--- src/rtl/instr_fetch_link.sv ---
// Instruction fetch link: sends the PC over the UART, collects a two-byte reply (high byte first),
// and presents the 16-bit instruction. Each reply byte has a timeout, and retries are bounded.
module instr_fetch_link #(
   parameter int unsigned TIMEOUT_CYC = 65535,
   parameter int unsigned MAX_RETRY   = 3
) (
   input  logic        clk,
   input  logic        reset,
   input  logic        start,
   input  logic        stall,
   input  logic [7:0]  address,
   input  logic        tx_done,
   input  logic        rx_done,
   input  logic [7:0]  rx_data,
   output logic        tx_start,
   output logic [7:0]  tx_data,
   output logic [15:0] instr,
   output logic        done,
   output logic        error,
   output logic        busy
);

   localparam int unsigned TW = $clog2(TIMEOUT_CYC + 1);
   localparam logic [TW-1:0] TIMER_LAST = TW'(TIMEOUT_CYC - 1);
   localparam logic [3:0]    RETRY_LIM  = 4'(MAX_RETRY);

   typedef enum logic [2:0] {
      IDLE    = 3'd0,
      SEND    = 3'd1,
      WAIT_TX = 3'd2,
      WAIT_HI = 3'd3,
      WAIT_LO = 3'd4,
      DONE    = 3'd5,
      ERR     = 3'd6
   } state_t;

   state_t         state_q;
   logic [7:0]     addr_q;
   logic [7:0]     hi_q;
   logic [15:0]    instr_q;
   logic           pending_q;
   logic           tx_start_q;
   logic           done_q;
   logic           error_q;
   logic [3:0]     retry_q;
   logic [TW-1:0]  timer_q;

   logic           accept_d;
   logic           expired_d;
   logic           may_retry_d;
   logic [TW-1:0]  timer_d;

   // A request is taken either from this cycle's start or from one remembered while stalled.
   assign accept_d    = (pending_q | start) & ~stall;
   assign expired_d   = ~stall & ~rx_done & (timer_q == TIMER_LAST);
   assign may_retry_d = (retry_q < RETRY_LIM);
   assign timer_d     = stall ? timer_q : timer_q + 1'b1;

   always_ff @(posedge clk or negedge reset) begin
      if (!reset) begin
         state_q    <= IDLE;
         addr_q     <= '0;
         hi_q       <= '0;
         instr_q    <= '0;
         pending_q  <= 1'b0;
         tx_start_q <= 1'b0;
         done_q     <= 1'b0;
         error_q    <= 1'b0;
         retry_q    <= '0;
         timer_q    <= '0;
      end else begin
         case (state_q)
            IDLE: begin
               if (accept_d) begin
                  addr_q     <= address;
                  pending_q  <= 1'b0;
                  tx_start_q <= 1'b1;
                  state_q    <= SEND;
               end else if (start) begin
                  pending_q <= 1'b1;
               end
            end
            SEND: begin
               tx_start_q <= 1'b0;
               state_q    <= WAIT_TX;
            end
            WAIT_TX: begin
               if (tx_done) begin
                  timer_q <= '0;
                  state_q <= WAIT_HI;
               end
            end
            WAIT_HI, WAIT_LO: begin
               if (rx_done) begin
                  if (state_q == WAIT_HI) begin
                     hi_q    <= rx_data;
                     timer_q <= '0;
                     state_q <= WAIT_LO;
                  end else begin
                     instr_q <= {hi_q, rx_data};
                     done_q  <= 1'b1;
                     state_q <= DONE;
                  end
               end else if (expired_d) begin
                  // Any partial high byte is discarded: the whole address is sent again.
                  if (may_retry_d) begin
                     retry_q    <= retry_q + 1'b1;
                     tx_start_q <= 1'b1;
                     state_q    <= SEND;
                  end else begin
                     error_q <= 1'b1;
                     state_q <= ERR;
                  end
               end else begin
                  timer_q <= timer_d;
               end
            end
            DONE: begin
               done_q  <= 1'b0;
               retry_q <= '0;
               state_q <= IDLE;
            end
            ERR: begin
               error_q <= 1'b0;
               retry_q <= '0;
               state_q <= IDLE;
            end
            default: begin
               state_q <= IDLE;
            end
         endcase
      end
   end

   assign tx_start = tx_start_q;
   assign tx_data  = addr_q;
   assign instr    = instr_q;
   assign done     = done_q;
   assign error    = error_q;
   assign busy     = (state_q != IDLE);

endmodule
--- config.mk ---
export PLATFORM = sky130hd
export DESIGN_NAME = instr_fetch_link
export DESIGN_NICKNAME = d
export VERILOG_FILES = /design/src/rtl/instr_fetch_link.sv
export SDC_FILE = /design/constraint.sdc
export NUM_CORES = 1
export LEC_CHECK = 0
export ABC_AREA = 1
export CAP_MARGIN = 0
export CORE_AREA = 2 2 102 65
export DETAILED_ROUTE_END_ITERATION = 7
export DIE_AREA = 0 0 104 67
export GPL_ROUTABILITY_DRIVEN = 0
export HOLD_SLACK_MARGIN = 0.12
export PLACE_DENSITY = 0.75
export SETUP_SLACK_MARGIN = 0.5
export SYNTH_ARGS = -nofsm -noshare
export SYNTH_HDL_FRONTEND = slang
export SYNTH_SLANG_ARGS = --single-unit
--- constraint.sdc ---
create_clock -name clk -period 1.8 [get_ports clk]
set_input_delay 0.18 -clock clk [delete_from_list [all_inputs] [get_ports clk]]
set_output_delay 0.18 -clock clk [all_outputs]
set_load 0.02 [all_outputs]
==> run_results.csv <==
group,metric,value,unit
outcome,status,"finished, final reports clean",
synthesis,yosys_register_bits,59,
timing,setup-violations-final,0,
timing,period_share,99.60,%
worst_setup_path,ff2ff_path_depth,9,
pwr,powerDensity,1496,mW/mm2
global_route,grt_pass1_wl,13570,um
synthesis,syn_area_per_cell,7.871,um2
worst_setup_path,cp-endpoint,"state_q[2]",
global_route,grt_pass1_vias,2810,
die,chipHeight,67,um
global_route,overflow,0,
worst_setup_path,worstPathArrival,2.07,ns
worst_setup_path,r2r_slack,0.007,ns
clocking,ctsRootBufferMaster,"clkbuf_8",
place,io_buffers,49,
clocking,cts-htree-levels,3,
clocking,clk_pin_slew,0.08,ns
die,rows,22,
worst_setup_path,r2r_end,"state_q[2]",
layout,finalNonFillerCells,587,
die,core-area,0.005946,mm2
synthesis,yosys_warnings,0,
timing,finalCriticalPeriod,1.793,ns
routing,routed-via-count,3384,
flow_run,maxCapViolCount,0,
place,dp_hpwl,5367,um
layout,drive_gt1_share,34.59,%
timing,final_max_slew_viol_count,0,
timing,setup_tns,0,ns
synthesis,ys_seq_area_share,47.48,%
layout,area_delta_synth_final,50.91,%
pwr,vdd_drop_max,0.9484,mV
worst_setup_path,r2r_start,"state_q[1]",
synthesis,synth_cell_types,29,
clocking,clock_latency,0.35,ns
timing,clock.fmax,557.8,MHz
synthesis,synthesis.area,0.003109,mm2
worst_setup_path,path_class,"register to register",
die,die_area,0.006968,mm2
routing,routedWlPerCell,18.33,um
routing,wl,10760,um
clocking,cts_buffers,9,
timing,finClkSkew,0.01388,ns
place,dpl.cell_count,531,
layout,finalNetCount,523,
clocking,cts.sinks,59,
global_route,grt_antenna_before_repair,0,
routing,route.detailed.drc,0,
worst_setup_path,cp-startpoint,"state_q[1]",
global_route,grt_util_met3,8.806,%
synthesis,syn-num-nets,420,
timing,tightest_slew,0.5378,ns
timing,rsz0062_at_grt,"yes",
worst_setup_path,required,2.08,ns
hold_path,hp-class,"primary input to asynchronous set/reset pin",
place,place_area,0.003771,mm2
die,die_w,104,um
worst_setup_path,crit_fanout,7,
routing,drtAntennaViolNets,0,
synthesis,syn_inst,395,
global_route,grtUsageTotal,25.46,%
timing,slew_headroom,64.14,%
pwr,leakage,0.002287,uW
clocking,clockBufferDepth,2,
routing,dr.pass1.iters,7,
layout,final_cell_area,0.004692,mm2
clocking,cts_tree,"built",
worst_setup_path,start_kind,"register",
die,start_util,52.29,%
die,ioPinCount,50,
timing,hold_violations,0,
global_route,grt_max_degree,40,
layout,n_fill_cell,353,
global_route,busiest_layer,"met2",
global_route,grt.met2_usage,38.24,%
global_route,met1_usage,33.93,%
layout,fin_util,78.91,%
routing,viasPerCell,5.765,
layout,insertedDiodeCount,0,
routing,dr.first_iter.drc_count,432,
worst_setup_path,cp-end-kind,"register",
-- layout by cell type, fill, tap and decap left out, types with 6 or more instances in the layout --
master           count
nand2_1             99
dfrtp_1             53
buf_4               38
inv_1               33
nand3_1             32
dlygate4sd2_1       26
nor2_1              25
nand2_2             20
clkdlybuf4s50_1     20
nand2_4             12
o21ai_0             12
nor2_2              11
nor2_4              10
o21ai_2              9
clkbuf_8             9
mux2_2               8
inv_2                7
nand3_2              6
o21ai_1              6
nand4_1              6
buf_6                6
dfrtp_2              6
-- how the worst min path moves through the flow --
stage                  to  slack, ns
3_5_place_dp   timer_q[2]       0.19
3_3_place_gp   timer_q[2]       0.18
5_1_grt        timer_q[5]       0.38
4_1_cts        timer_q[2]       0.34
6_report       timer_q[6]       0.34
2_1_floorplan        done      -0.12
-- stage by stage --
step                hold slack (ns)  setup slack, ns  total power [uW]
finish                       0.3352         0.007174              7017
global route                 0.3780         -0.02119              7300
CTS                          0.3402           0.2335              6301
detailed placement           0.1895           0.1663              4771
global placement             0.1786           0.1927              4703
floorplan                   -0.1156           0.3722              3718
-- what timing repair did --
action | in CTS | in global routing
endpoints found under the hold margin | 20 | 0
pin swaps | 11 | 17
hold buffers | 1 | 0
gates cloned | 2 | 3
endpoints found under the setup margin | 80 | 54
gates resized for setup | 60 | 89
buffers inserted | 20 | 14
-- cell usage after synthesis --
cell type	count	share of area, %
dfrtp_1	59	47
xor2_1	2	0.56
o21ai_2	7	2.0
nand3_2	1	0.32
nor2_4	2	0.72
nand3b_1	3	0.72
nand3_4	1	0.56
ha_1	3	1.2
o211ai_1	1	0.24
nand4_1	6	1.2
inv_2	3	0.36
o21ai_4	1	0.52
buf_2	6	0.97
nor2_1	42	5.1
nand3_1	40	6.4
a21oi_2	2	0.56
inv_1	37	4.5
clkbuf_1	3	0.36
nand2_2	6	1.2
buf_4	1	0.24
a21oi_1	4	0.64
nor2_2	2	0.40
buf_6	2	0.72
nand2_1	125	15
o21ai_0	21	3.4
nor3_4	1	0.52
o21bai_1	2	0.48
mux2_2	8	2.9
nor3_1	4	0.64
-- layout make-up --
| cell class | count | area [um2] | area share [%] |
|---|---|---|---|
| flip-flops and latches | 59 | 1484 | 31.63 |
| well taps | 84 | 105.1 | 2.240 |
| clock buffers | 9 | 123.9 | 2.640 |
| clock inverters | 7 | 58.81 | 1.253 |
| repair buffers | 104 | 1021 | 21.76 |
| inverters | 40 | 150.1 | 3.200 |
| multi-input cells | 284 | 1749 | 37.28 |
-- worst max-delay path, cell delays in order, from the launching register on --
cell     delay (ns)
dfrtp_2        0.45
nor2_4         0.17
buf_6          0.16
o21ai_4        0.11
buf_4          0.17
nor2_2         0.20
nand2_2        0.14
nand2_2        0.12
nand2_1        0.09
nand2_1        0.10
-- metal layers --
metal  part of all wire [%]  routed length, um  vias to the layer above
li1                       -                  -                     1470
met5                      0                  0                        -
met3                     12               1335                       75
met4                    4.5                488                        0
met2                     44               4687                      263
met1                     39               4250                     1576
-- report_power, final --
part           leakage [uW]  internal (uW)  switching, uW
Combinational       0.00143           1570           2230
Clock             0.0000925            522            620
Sequential         0.000763           1760            309
Total               0.00229           3860           3160
-- flip-flops by register name, summed over array words and instances, names as in the netlist --
name       cells
tx_data        8
error          1
pending_q      1
instr         16
tx_start       1
timer_q       16
done           1
hi_q           8
retry_q        4
state_q        3
-- kinds of logic (layout without fill, tap and decap cells) --
logic type | after synthesis | in the layout | share of synthesized area, %
fa+ha+maj | 3 | 3 | 1.207
compound gates | 38 | 38 | 7.807
flops | 59 | 59 | 47.49
buf+inv | 52 | 160 | 7.123
xor+xnor | 2 | 2 | 0.5635
mux | 8 | 8 | 2.898
simple gates | 233 | 233 | 32.92
No activity file was read; power rests on OpenSTA's default activity.
